**src/rtl/rv32_imm_pkg.sv**
```systemverilog
// Shared types and immediate decode function for the immediate stage.
// Provides fmt_e, opcode constants and imm_decode() returning {fmt, imm64}.
package rv32_imm_pkg;

    typedef enum logic [2:0] {
        FMT_NONE = 3'd0,
        FMT_I    = 3'd1,
        FMT_S    = 3'd2,
        FMT_B    = 3'd3,
        FMT_U    = 3'd4,
        FMT_J    = 3'd5,
        FMT_CI   = 3'd6,
        FMT_CBJ  = 3'd7
    } fmt_e;

    localparam logic [6:0] OP_LOAD   = 7'b0000011;
    localparam logic [6:0] OP_IMM    = 7'b0010011;
    localparam logic [6:0] OP_JALR   = 7'b1100111;
    localparam logic [6:0] OP_SYSTEM = 7'b1110011;
    localparam logic [6:0] OP_MISC   = 7'b0001111;
    localparam logic [6:0] OP_STORE  = 7'b0100011;
    localparam logic [6:0] OP_BRANCH = 7'b1100011;
    localparam logic [6:0] OP_LUI    = 7'b0110111;
    localparam logic [6:0] OP_AUIPC  = 7'b0010111;
    localparam logic [6:0] OP_JAL    = 7'b1101111;

    typedef struct packed {
        fmt_e        fmt;
        logic [63:0] imm;
    } dec_t;

    // Decodes at 64 bits; narrower datapaths keep the low XLEN bits,
    // which is identical to sign-extending directly at that width.
    // C.JAL shares its encoding with C.ADDIW on RV64, hence xlen64.
    function automatic dec_t imm_decode(input logic [31:0] i,
                                        input logic rvc_en,
                                        input logic xlen64);
        dec_t d;
        d.fmt = FMT_NONE;
        d.imm = '0;
        if (i[1:0] == 2'b11) begin
            unique case (i[6:0])
                OP_LOAD, OP_IMM, OP_JALR, OP_SYSTEM, OP_MISC: begin
                    d.fmt = FMT_I;
                    d.imm = {{52{i[31]}}, i[31:20]};
                end
                OP_STORE: begin
                    d.fmt = FMT_S;
                    d.imm = {{52{i[31]}}, i[31:25], i[11:7]};
                end
                OP_BRANCH: begin
                    d.fmt = FMT_B;
                    d.imm = {{52{i[31]}}, i[7], i[30:25],
                             i[11:8], 1'b0};
                end
                OP_LUI, OP_AUIPC: begin
                    d.fmt = FMT_U;
                    d.imm = {{32{i[31]}}, i[31:12], 12'b0};
                end
                OP_JAL: begin
                    d.fmt = FMT_J;
                    d.imm = {{44{i[31]}}, i[19:12], i[20],
                             i[30:21], 1'b0};
                end
                default: ;
            endcase
        end else if (rvc_en && i[1:0] == 2'b01) begin
            unique case (i[15:13])
                3'b000, 3'b010: begin
                    d.fmt = FMT_CI;
                    d.imm = {{59{i[12]}}, i[6:2]};
                end
                3'b101, 3'b001: begin
                    if (i[15] || !xlen64) begin
                        d.fmt = FMT_CBJ;
                        d.imm = {{53{i[12]}}, i[8], i[10:9], i[6],
                                 i[7], i[2], i[11], i[5:3], 1'b0};
                    end
                end
                3'b110, 3'b111: begin
                    d.fmt = FMT_CBJ;
                    d.imm = {{56{i[12]}}, i[6:5], i[2], i[11:10],
                             i[4:3], 1'b0};
                end
                default: ;
            endcase
        end
        return d;
    endfunction

endpackage

```
**src/rtl/rv32_imm_stage_if.sv**
```systemverilog
// Handshake bundle between fetch-side producer and decode-side consumer.
// master drives in_*/out_ready/flush; slave (the stage) drives the rest.
interface rv32_imm_stage_if
    import rv32_imm_pkg::*;
#(
    parameter int XLEN = 32
);
    logic            flush;
    logic            in_valid;
    logic            in_ready;
    logic [31:0]     in_instr;
    logic [XLEN-1:0] in_pc;
    logic            out_valid;
    logic            out_ready;
    logic [XLEN-1:0] out_imm;
    fmt_e            out_fmt;
    logic            out_pcrel;
    logic [XLEN-1:0] out_target;
    logic [XLEN-1:0] out_pc;
    logic [31:0]     out_instr;

    modport master (
        output flush, in_valid, in_instr, in_pc, out_ready,
        input  in_ready, out_valid, out_imm, out_fmt,
        input  out_pcrel, out_target, out_pc, out_instr
    );

    modport slave (
        input  flush, in_valid, in_instr, in_pc, out_ready,
        output in_ready, out_valid, out_imm, out_fmt,
        output out_pcrel, out_target, out_pc, out_instr
    );
endinterface

```
**src/rtl/rv32_imm_dec.sv**
```systemverilog
// Combinational immediate decode (32-bit and optional RVC quadrant 01).
// Ports: instr in; fmt, XLEN-bit sign-extended imm, pcrel out.
module rv32_imm_dec
    import rv32_imm_pkg::*;
#(
    parameter int XLEN   = 32,
    parameter int RVC_EN = 0
) (
    input  logic [31:0]     instr,
    output fmt_e            fmt,
    output logic [XLEN-1:0] imm,
    output logic            pcrel
);
    dec_t d;
    logic unused_hi;

    always_comb d = imm_decode(instr, RVC_EN != 0, XLEN == 64);

    assign fmt   = d.fmt;
    assign imm   = d.imm[XLEN-1:0];
    assign pcrel = (d.fmt == FMT_B) || (d.fmt == FMT_J) ||
                   (d.fmt == FMT_CBJ);

    // Upper decode bits are dropped on a 32-bit datapath.
    assign unused_hi = ^d.imm;
endmodule

```
**src/rtl/rv32_imm_stage.sv**
```systemverilog
// Immediate stage: decode + PC-relative adder, output reg and skid entry.
// Ports: clk, rst (sync, active-high), bus (slave side of the handshake).
module rv32_imm_stage
    import rv32_imm_pkg::*;
#(
    parameter int XLEN   = 32,
    parameter int RVC_EN = 0
) (
    input  logic clk,
    input  logic rst,
    rv32_imm_stage_if.slave bus
);
    if (XLEN != 32 && XLEN != 64) begin : g_bad_xlen
        $error("rv32_imm_stage: XLEN must be 32 or 64");
    end

    typedef struct packed {
        logic [XLEN-1:0] imm;
        fmt_e            fmt;
        logic            pcrel;
        logic [XLEN-1:0] target;
        logic [XLEN-1:0] pc;
        logic [31:0]     instr;
    } ent_t;

    fmt_e            dfmt;
    logic [XLEN-1:0] dimm;
    logic            dpcrel;
    ent_t            nxt;
    ent_t            outr;
    ent_t            skid;
    logic            out_v;
    logic            skid_v;
    logic            accept;
    logic            load_out;

    rv32_imm_dec #(
        .XLEN   (XLEN),
        .RVC_EN (RVC_EN)
    ) u_dec (
        .instr (bus.in_instr),
        .fmt   (dfmt),
        .imm   (dimm),
        .pcrel (dpcrel)
    );

    always_comb begin
        nxt.imm    = dimm;
        nxt.fmt    = dfmt;
        nxt.pcrel  = dpcrel;
        nxt.target = bus.in_pc + dimm;
        nxt.pc     = bus.in_pc;
        nxt.instr  = bus.in_instr;
    end

    assign bus.in_ready = !skid_v && !rst;
    assign accept       = bus.in_valid && bus.in_ready;
    // Output register may take new data when empty or being drained.
    assign load_out     = !out_v || bus.out_ready;

    always_ff @(posedge clk) begin
        if (rst) begin
            out_v  <= 1'b0;
            skid_v <= 1'b0;
            outr   <= '0;
            skid   <= '0;
        end else if (bus.flush) begin
            out_v  <= 1'b0;
            skid_v <= 1'b0;
        end else if (load_out) begin
            // Skid entry is older than any new beat; in_ready is low
            // whenever it is full, so no accept competes with it.
            if (skid_v) begin
                outr   <= skid;
                out_v  <= 1'b1;
                skid_v <= 1'b0;
            end else if (accept) begin
                outr  <= nxt;
                out_v <= 1'b1;
            end else begin
                out_v <= 1'b0;
            end
        end else if (accept) begin
            skid   <= nxt;
            skid_v <= 1'b1;
        end
    end

    assign bus.out_valid  = out_v;
    assign bus.out_imm    = outr.imm;
    assign bus.out_fmt    = outr.fmt;
    assign bus.out_pcrel  = outr.pcrel;
    assign bus.out_target = outr.target;
    assign bus.out_pc     = outr.pc;
    assign bus.out_instr  = outr.instr;
endmodule

```
**src/flat_wrapper.sv**
```systemverilog
// flat-port wrapper written by rule: the top's interface ports become plain ports
module rv32_imm_stage_flat import rv32_imm_pkg::*;
#(
    parameter int XLEN   = 32,
    parameter int RVC_EN = 0
)
  (clk, rst, bus_flush, bus_in_valid, bus_in_instr, bus_in_pc, bus_out_ready, bus_in_ready, bus_out_valid, bus_out_imm, bus_out_fmt, bus_out_pcrel, bus_out_target, bus_out_pc, bus_out_instr);
  rv32_imm_stage_if #(.XLEN(XLEN)) bus_i ();
  input  logic clk;
  input  logic rst;
  input wire logic [$bits(bus_i.flush)-1:0] bus_flush;
  input wire logic [$bits(bus_i.in_valid)-1:0] bus_in_valid;
  input wire logic [$bits(bus_i.in_instr)-1:0] bus_in_instr;
  input wire logic [$bits(bus_i.in_pc)-1:0] bus_in_pc;
  input wire logic [$bits(bus_i.out_ready)-1:0] bus_out_ready;
  output wire logic [$bits(bus_i.in_ready)-1:0] bus_in_ready;
  output wire logic [$bits(bus_i.out_valid)-1:0] bus_out_valid;
  output wire logic [$bits(bus_i.out_imm)-1:0] bus_out_imm;
  output wire logic [$bits(bus_i.out_fmt)-1:0] bus_out_fmt;
  output wire logic [$bits(bus_i.out_pcrel)-1:0] bus_out_pcrel;
  output wire logic [$bits(bus_i.out_target)-1:0] bus_out_target;
  output wire logic [$bits(bus_i.out_pc)-1:0] bus_out_pc;
  output wire logic [$bits(bus_i.out_instr)-1:0] bus_out_instr;
  assign bus_i.flush = bus_flush;
  assign bus_i.in_valid = bus_in_valid;
  assign bus_i.in_instr = bus_in_instr;
  assign bus_i.in_pc = bus_in_pc;
  assign bus_i.out_ready = bus_out_ready;
  assign bus_in_ready = bus_i.in_ready;
  assign bus_out_valid = bus_i.out_valid;
  assign bus_out_imm = bus_i.out_imm;
  assign bus_out_fmt = bus_i.out_fmt;
  assign bus_out_pcrel = bus_i.out_pcrel;
  assign bus_out_target = bus_i.out_target;
  assign bus_out_pc = bus_i.out_pc;
  assign bus_out_instr = bus_i.out_instr;
  rv32_imm_stage #(.XLEN(XLEN), .RVC_EN(RVC_EN)) u_core (.clk(clk), .rst(rst), .bus(bus_i));
endmodule
```
**config.mk**
```make
export PLATFORM = sky130hd
export DESIGN_NAME = rv32_imm_stage_flat
export DESIGN_NICKNAME = d
export VERILOG_FILES = /design/src/rtl/rv32_imm_pkg.sv /design/src/rtl/rv32_imm_stage_if.sv /design/src/rtl/rv32_imm_dec.sv /design/src/rtl/rv32_imm_stage.sv /design/src/flat_wrapper.sv
export SDC_FILE = /design/constraint.sdc
export NUM_CORES = 1
export LEC_CHECK = 0
export ABC_AREA = 1
export BUFFER_PORTS_ARGS = -buffer_cell sky130_fd_sc_hd__buf_2
export CELL_PAD_IN_SITES_DETAIL_PLACEMENT = 0
export CELL_PAD_IN_SITES_GLOBAL_PLACEMENT = 2
export CORE_ASPECT_RATIO = 1.5
export CORE_MARGIN = 4
export CORE_UTILIZATION = 34
export CTS_CLUSTER_SIZE = 14
export DETAILED_ROUTE_END_ITERATION = 10
export GPL_ROUTABILITY_DRIVEN = 0
export PLACE_DENSITY = 0.91
export SLEW_MARGIN = 20
export SYNTH_ARGS = -nofsm -noshare
export SYNTH_HDL_FRONTEND = slang
export SYNTH_SLANG_ARGS = --single-unit
export TNS_END_PERCENT = 10
```
**constraint.sdc**
```tcl
create_clock -name clk -period 7.6 [get_ports clk]
set_clock_uncertainty 0.15 [all_clocks]
set_input_delay 1.14 -clock clk [delete_from_list [all_inputs] [get_ports clk]]
set_output_delay 1.14 -clock clk [all_outputs]
set_load 0.005 [all_outputs]
```
======== Word level (Yosys, flattened, before mapping) ========
Index checks and enable logic that the tools add are counted.
storage, ports and cells
  register bits ........................... 266
  input port bits ......................... 69
  output and inout port bits .............. 134
  word-level logic and storage cells ...... 52
cells by class
  $add $sub $neg .......................... 1
  equality and inequality tests ........... 14
  muxes and demuxes ....................... 6
  bitwise logic cells ..................... 2
  reductions and logical operators ........ 15
operator list
  kind                number
  $pmux 67 s5         1
  $mux 132            2
  $mux 67             1
  $add 32x32->32      1
  $eq 7x7->1 const B  4
  $eq 7x5->1 const B  2
  $eq 7x6->1 const B  2
  $eq 7x2->1 const B  1
  $eq 7x4->1 const B  1
  $eq 3x3->1 const B  2
  $reduce_and 3->1    2
  $reduce_or 5->1     1
  $reduce_or 2->1     2
  $eq 3x2->1 const B  1
  $logic_not 1->1     3
  $logic_or 1x1->1    3
  $reduce_or 3->1     1
  $eq 2x2->1 const B  1
  $logic_and 1x1->1   2
  $mux 1              2
  $not 1->1           2
  $reduce_bool 2->1   1

======== Logic depth before layout (Yosys ltp) ========
Gate-level depths: netlist (run 1).
  word-level depth ........................ 9
  gate-level depth with buffers ........... 25
  depth with buffers taken out ............ 24

======== Cells and area by module ========
From an unflattened synthesis (run 1), not the netlist that was laid out.
second synthesis, totals
  cell total of the unflattened synthesis .. 2047
  area total of the unflattened synthesis .. 13351.6 µm²
by module, submodules not included
  module          instances  cells an instance  area each (µm²)  seq. area each (µm²)
  rv32_imm_stage  1          1858               12535.8          5325.1
  rv32_imm_dec    1          189                815.8            0.0

======== Least setup slack after synthesis (run 1) ========
OpenSTA, ideal clock, no wires.
  kind .................................... in2reg
  from .................................... input bus_in_instr[2]
  to ...................................... register u_core.outr (netlist bit u_core.bus.out_target[30])
  library setup time ...................... 0.132 ns
  arrival ................................. 3.447 ns
  data required time ...................... 7.318 ns
  path slack .............................. 3.871 ns
  cell stages on the path ................. 18
  buffers on the path ..................... 0
  cells stage by stage .................... nor2_1 -> nand4_2 -> o32ai_1 -> ha_1 -> inv_1 -> fa_1 -> inv_1 -> nand3_1 -> nand2_1 -> nand2_1 -> nand2_1 -> nand3_1 -> nand2_1 -> nand2_1 -> nand3_1 -> nand3_1 -> nand2_1 -> a21oi_1
on the way
  word-level cells in the longest chain between the ends .. 7
  elaborated cells between the ends (all ways) .. 17
  those cells by class .................... 1 x add/sub; 10 x eq/ne; 4 x mux; 2 x reduce/logical
ends and longest elaborated chain
  what                                                       RTL line              RTL
  from (decl)                                                flat_wrapper.sv:13    input wire logic [$bits(bus_i.in_instr)-1:0] bus_in_instr;
  $eq 7x2->1, or another cell as far along                   rv32_imm_pkg.sv:42    unique case (i[6:0])
  $reduce_or 5->1 / $reduce_or 2->1 (equally long branches)  rv32_imm_pkg.sv:42
  $pmux 67 s5 *                                              rv32_imm_pkg.sv:42
  $mux 67 *                                                  rv32_imm_pkg.sv:41    if (i[1:0] == 2'b11) begin
  via u_core.dimm[0]                                         rv32_imm_stage.sv:27  logic [XLEN-1:0] dimm;
  $add 32x32->32 *                                           rv32_imm_stage.sv:51  nxt.target = bus.in_pc + dimm;
  $mux 132 *                                                 rv32_imm_stage.sv:77  end else if (accept) begin
  $mux 132 *                                                 rv32_imm_stage.sv:73  if (skid_v) begin
  to (signal assigned)                                       rv32_imm_stage.sv:74  outr <= skid;
  to (signal assigned)                                       rv32_imm_stage.sv:78  outr <= nxt;
  to (decl)                                                  rv32_imm_stage.sv:30  ent_t outr;
The timed path passes the listed nets; every way through them passes the cells marked *. The select of a mux whose other input is x is not followed.
A chain may end at the register's enable or synchronous reset.

======== Final worst setup path (run 1) ========
Same ends and word-level chain as after synthesis.

==> qor.yml, run 1 <==
critical_path:
  crit_path_max_fanout: 9
  worstSetupPathType: "in -> reg"
  end_kind: "register"
  r2r-start: "u_core.skid_v"
  startpoint: "bus_in_instr[2]"
  critPathLaunchType: "input port"
  critPathArrivalTime_ns: 4.93
  required_ns: 7.84
cts:
  cts_buffers: 27
  clockBufferDepth: 3
  path_clk_slew_ns: 0.06
  cts_setup_buffers: 0
  clk_latency_ns: 0.54
  ctsHtreeMaxLevel: 1
  cts_resized: 0
  clock_sinks: 266
  ctsHoldBuffers: 0
  cts_tree: "yes"
  root_buffer: "clkbuf_16"
layout:
  fillers: 4045
  final_nets: 2117
  drive_above_1_share_pct: 13.9
  areaGrowthSynthToFinish_pct: 16.4
  antenna_cells: 0
die:
  ios: 203
  num_rows: 87
  core_um2: 37600
  die_w_um: 167
  die_h_um: 247
  dieArea_um2: 41200
  start_util_pct: 34.4
timing:
  setup_ws_ns: 2.90
  finalCritPeriodShare_pct: 61.8
  setup_tns_ns: 0
  fin_crit_ns: 4.70
  fmaxAchievable_mhz: 213
  tightestPinTransition_ns: 1.15
  setup_violations: 0
  relSlewSlack_pct: 23.2
  rsz0062_at_grt: "false"
  slew_violations: 0
  finalHoldViolations: 0
logic_synthesis:
  avgSynthCellArea_um2: 6.83
  synth-main-ff-cell: "dfxtp_1"
  yosysSeqAreaShare_pct: 41.2
  netlist_area_um2: 12900
  syn_nets: 1992
  synthCells: 1891
  yosys.area.top_type: "dfxtp_1"
  synth_edf_count: 0
  synth_top_area_share_pct: 41.2
  async_reset_ff_share_pct: 0
  ys_warn_count: 0
  synth_area_leaders: "dfxtp_1, nand2_1, o21ai_0, a21oi_1, inv_1"
  synthDistinctLibCells: 38
  ys_ff_latch: 266
routing:
  routedWlPerCell_um: 18.8
  num_vias: 12900
  dr.pass1.iters: 5
  drtIter0Drc: 979
  ant_nets: 0
  routed_wl_um: 47500
  vias_per_cell: 5.10
  drc: 0
status:
  status: "complete, no violations"
global_routing:
  grt_pass1_vias: 12000
  grt_start_max_net_pins: 120
  antenna_found_initial: 0
  grt-ovfl-total: 0
  grt_pass1_wl_um: 71400
  grt_util_all_layers_pct: 21.9
placement:
  dpl_worst_slack_ns: 2.29
  hpwl_um: 33700
  portBuffers: 202
power_and_ir_drop:
  p_int_mw: 2.33
  p_sw_share_pct: 26.0
  p_seq_share_pct: 46.3
  pwr-share-comb_pct: 10.3
  total_leakage_power_nw: 7.63
  powerDensity_nw_per_um2: 209
  ir_drop_mv: 0.148
  clockPowerShare_pct: 43.3
  p_switching_mw: 0.818
run:
  drv_cap: 0
min_path:
  hold_path.class: "reg -> reg"
  hold_start: "u_core.bus.out_target[30]"
## power groups by stage
stage                     sequential (mW)  combinational (mW)  clock [mW]
after floorplan                      1.48               0.178           0
after global placement               1.49               0.326           0
after detailed placement             1.49               0.326           0
after CTS                            1.46               0.327        1.40
after global routing                 1.46               0.361        1.45
final                                1.46               0.325        1.36
## cell type report
cell class	count	area [µm²]	share of cell area, %
inverters	216	823	5.48
clock buffers	37	783	5.21
repair buffers	212	1090	7.23
flip-flops and latches	266	5330	35.5
clock inverters	11	111	0.741
well taps	489	612	4.07
multi-input cells	1293	6280	41.8
## per-stage QoR
step                      hold WS, ns  area (µm²)  total power [mW]  cells  utilization, %
after floorplan                 0.297       12900              1.66   1891               -
after global routing            0.345       15000              3.27   2524            40.0
after global placement          0.307       14100              1.81   2476            37.6
after detailed placement        0.307       14100              1.81   2476            37.6
final                           0.312       15000              3.14   2524            40.0
after CTS                       0.316       15000              3.18   2524            40.0
## Yosys cell counts, types with 2 or more instances
master    count
nand2_1     404
dfxtp_1     266
o21ai_0     246
a21oi_1     222
inv_1       209
nor2_1      165
clkbuf_1     69
a31oi_1      67
nand3_1      58
buf_2        41
ha_1         31
o211ai_1     20
o21ai_1      19
or2_2         8
xor2_1        8
inv_2         6
nand4_1       6
nor3_1        6
o21bai_1      6
o22ai_1       4
xnor2_1       4
a21o_1        3
buf_1         3
nor2_2        3
buf_4         2
nand3b_1      2
nor4_1        2
## path summary, 6_finish.rpt
| path | to | slack [ns] | cells after the start |
|---|---|---|---|
| hold reg to reg | u_core.bus.out_target[30] | 0.31 | 2 |
| setup reg to reg | u_core.skid[119] | 3.95 | 10 |
| setup / recovery | u_core.bus.out_target[30] | 2.90 | 19 |
| hold / removal | u_core.bus.out_target[30] | 0.31 | 2 |
## cell usage in the layout (no fill, tap or decap), types with 27 or more instances in the layout
cell type  count
dfxtp_1      265
buf_2        202
a31oi_1       67
inv_1        209
o21ai_0      246
a21oi_1      222
nand2_1      403
ha_1          31
clkbuf_16     27
nor2_1       165
nand3_1       58
## layer usage
layer | vias up | track usage [%] | wire, µm
li1 | 6473 | - | -
met1 | 6003 | 25.9 | 19200
met2 | 316 | 39.9 | 24100
met3 | 82 | 2.80 | 1990
met4 | 0 | 9.34 | 2170
met5 | - | 0 | 0
## sequential cells by signal, indices dropped and copies added, names as in the netlist
register	cells
u_core.bus.out_fmt	3
u_core.bus.out_imm	32
u_core.bus.out_instr	32
u_core.bus.out_pc	32
u_core.bus.out_pcrel	1
u_core.bus.out_target	32
u_core.bus.out_valid	1
u_core.skid	132
u_core.skid_v	1
## critical path, cell delays in order
cell and delay (ns):
buf_2 0.13, nor2_1 0.17, nand4_2 0.28, o32ai_1 1.01, ha_1 0.46, inv_1 0.09, fa_1 0.41, inv_1 0.11
nand3_1 0.07, nand2_1 0.16, nand2_1 0.07, nand2_1 0.14, nand3_1 0.09, nand2_1 0.15, nand2_1 0.11, nand3_1 0.10
nand3_1 0.08, nand2_1 0.10, a21oi_1 0.06
## kinds of logic (layout without fill, tap and decap cells)
| group | Yosys count | in the layout | synth area share, % |
|---|---|---|---|
| compound gates | 590 | 590 | 24.2 |
| fa+ha+maj | 32 | 32 | 3.16 |
| simple gates | 659 | 659 | 20.5 |
| flops | 266 | 266 | 41.2 |
| xor+xnor | 12 | 12 | 0.814 |
| buf+inv | 332 | 476 | 10.1 |
Power figures use the tool's default switching activity.
==> inputs of run 2 (changes only) <==
--- a/config.mk
+++ b/config.mk
@@ -11,11 +11,11 @@
 export CELL_PAD_IN_SITES_GLOBAL_PLACEMENT = 2
 export CORE_ASPECT_RATIO = 1.5
 export CORE_MARGIN = 4
-export CORE_UTILIZATION = 34
+export CORE_UTILIZATION = 28
 export CTS_CLUSTER_SIZE = 14
 export DETAILED_ROUTE_END_ITERATION = 10
 export GPL_ROUTABILITY_DRIVEN = 0
-export PLACE_DENSITY = 0.91
+export PLACE_DENSITY = 0.8
 export SLEW_MARGIN = 20
 export SYNTH_ARGS = -nofsm -noshare
 export SYNTH_HDL_FRONTEND = slang
==> constraint.sdc (replaced) <==
create_clock -name clk -period 3.9 [get_ports clk]
set_clock_uncertainty 0.15 [all_clocks]
set_input_delay 0.585 -clock clk [delete_from_list [all_inputs] [get_ports clk]]
set_output_delay 0.585 -clock clk [all_outputs]
set_load 0.005 [all_outputs]
==> qor.yml, run 2 (synthesis results as in run 1) <==
min_path:
  hold_start: "bus_in_instr[0]"
  whs_endpoint: "u_core.skid[0]"
  hold_path.class: "in -> reg"
  worstHoldPathCells: 3  # +1
global_routing:
  antenna_found_initial: 0  # unchanged
  grt_pass1_wl_um: 78100  # +9.4%
  grt-ovfl-total: 0  # unchanged
  grt_start_max_net_pins: 186  # +55%
  grt_util_all_layers_pct: 20.1  # -1.9 points
  grt_pass1_vias: 12900  # +7.1%
timing:
  slew_violations: 0  # unchanged
  rsz0062_at_grt: "false"
  fmaxAchievable_mhz: 273
  finalHoldViolations: 0  # unchanged
  tightestPinTransition_ns: 0.922  # -0.227 ns
  setup_violations: 0  # unchanged
  finalCritPeriodShare_pct: 93.9
  setup_ws_ns: 0.237  # -2.67 ns
  relSlewSlack_pct: 38.5  # +15 points
  fin_crit_ns: 3.66
die:
  die_w_um: 183  # +9.7%
  start_util_pct: 28.3  # -6.1 points
  ios: 203  # unchanged
  dieArea_um2: 49700  # +21%
  num_rows: 96  # +10%
  die_h_um: 271  # +9.9%
  core_um2: 45600  # +22%
routing:
  top_layer: "met4"
  wl_met3_um: 2130  # +7.0%
  drc: 0  # unchanged
  dr.pass1.iters: 5  # unchanged
  num_vias: 13300  # +3.3%
  wl_met2_um: 26400  # +9.4%
  routed_wl_um: 51400  # +8.2%
  met1Wirelength_um: 20200  # +4.7%
  vias_per_cell: 4.89  # -4.0%
  ant_nets: 0  # unchanged
  drtIter0Drc: 927  # -5.3%
  routedWlPerCell_um: 18.9  # +0.46%
cts:
  clk_latency_ns: 0.55  # about the same
  cts_buffers: 28  # +3.7%
  clock_sinks: 266  # unchanged
  ctsHtreeMaxLevel: 1  # unchanged
  root_buffer: "clkbuf_16"
  clockBufferDepth: 3  # unchanged
  path_clk_slew_ns: 0.06  # about the same
  cts_setup_buffers: 0  # unchanged
  ctsHoldBuffers: 0  # unchanged
  cts_tree: "yes"
power_and_ir_drop:
  p_seq_share_pct: 43.5  # -2.8 points
  p_sw_share_pct: 25.7  # -0.33 points
  p_switching_mw: 1.67  # +100%
  ir_drop_mv: 0.299  # +100%
  powerDensity_nw_per_um2: 407  # +94%
  p_int_mw: 4.85  # +110%
  pwr-share-comb_pct: 11.0  # +0.7 points
  total_leakage_power_nw: 8.16  # +7.0%
  clockPowerShare_pct: 45.5  # +2.2 points
  power_mw: 6.52  # +110%
layout:
  multi_input_area_um2: 6280  # unchanged
  antenna_cells: 0  # unchanged
  areaGrowthSynthToFinish_pct: 24.2
  fillers: 4970  # +23%
  final_nets: 2209  # +4.3%
  final_cells: 2718  # +7.7%
  layout_commonest_cell: "nand2_1"
  drive_above_1_share_pct: 17.7  # +3.8 points
  largest_register_ffs: 132  # unchanged
  mostFrequentLayoutCells: "nand2_1, dfxtp_1, o21ai_0, a21oi_1, inv_1"
  top_register: "u_core.skid"
  fin_util_pct: 35.1  # -4.9 points
  regArea_um2: 5330  # unchanged
critical_path:
  r2r_end: "u_core.skid[73]"
  rrSetupSlack_ns: 1.27  # -2.68 ns
  worstSetupPathType: "in -> reg"
  end_kind: "register"
  r2r_cells: 12  # +2
  required_ns: 4.26  # -3.58 ns
  r2r-start: "u_core.bus.out_valid"
  critPathLaunchType: "input port"
  critPathArrivalTime_ns: 4.02  # -0.91 ns
  crit_path_max_fanout: 6  # -3
placement:
  dpl_worst_slack_ns: -0.371  # -2.66 ns
  dp.cells: 2666  # +7.7%
  hpwl_um: 36900  # +9.4%
  portBuffers: 202  # unchanged
run:
  drv_cap: 0  # unchanged
status:
  status: "complete, no violations"
run 2: routing by layer:
layer | global-route usage, % | vias to the layer above
met5 | 0 | -
met4 | 9.30 | 0
met3 | 2.03 | 86
met2 | 36.4 | 369
met1 | 23.4 | 6190
li1 | - | 6659
run 2: worst max-delay path: stages:
cell and delay [ns]:
buf_2 0.11, nand2_1 0.12, inv_1 0.09, nand2_1 0.07, nand2_1 0.05, nand2_1 0.07
nand2_2 0.11, nand2_1 0.23, o2111ai_1 0.32, ha_1 0.53, nand2_1 0.21, nor2_1 0.18
inv_1 0.09, nor3_1 0.57, buf_4 0.22, nand2_1 0.05, nand2_1 0.07, or2_2 0.11
nand2_1 0.05, a21o_1 0.15, inv_1 0.04
run 2: repair_timing:
item                                   4_1_cts  5_1_grt
endpoints found under the hold margin        0        0
gates resized for setup                      0        4
setup endpoints to repair                    0       16
run 2: area by class of cell:
type / count / area share, %
well taps: 588 / 4.59
clock inverters: 10 / 0.968
repair buffers: 303 / 11.5
inverters: 216 / 5.12
clock buffers: 42 / 5.39
multi-input cells: 1293 / 39.2
flip-flops and latches: 266 / 33.2
run 2: through the flow:
| step | area, µm² | hold WS [ns] | TNS [ns] |
|---|---|---|---|
| 6_report | 16000 | 0.144 | 0 |
| 2_1_floorplan | 12900 | 0.297 | 0 |
| 3_5_place_dp | 15000 | 0.310 | -5.51 |
| 3_3_place_gp | 15000 | 0.301 | -4.51 |
| 5_1_grt | 16000 | 0.132 | 0 |
| 4_1_cts | 16000 | 0.120 | 0 |
run 2: worst max path at each step:
stage,start,to,slack (ns),depth (start not counted)
after floorplan,bus_in_instr[2],u_core.bus.out_target[30],0.73,18
after global placement,bus_in_instr[1],u_core.skid[83],-0.31,21
after detailed placement,bus_in_instr[1],u_core.bus.out_target[28],-0.37,22
after CTS,bus_in_instr[1],u_core.bus.out_target[28],0.24,22
after global routing,bus_in_instr[1],u_core.skid[95],0.02,22
final,bus_in_instr[1],u_core.skid[83],0.24,21
run 2: power groups by stage:
stage | clock network, mW | registers (mW) | logic [mW]
finish | 2.97 | 2.84 | 0.716
global route | 3.14 | 2.85 | 0.794
CTS | 3.04 | 2.84 | 0.724
detailed placement | 0 | 2.90 | 0.720
global placement | 0 | 2.90 | 0.720
floorplan | 0 | 2.89 | 0.348
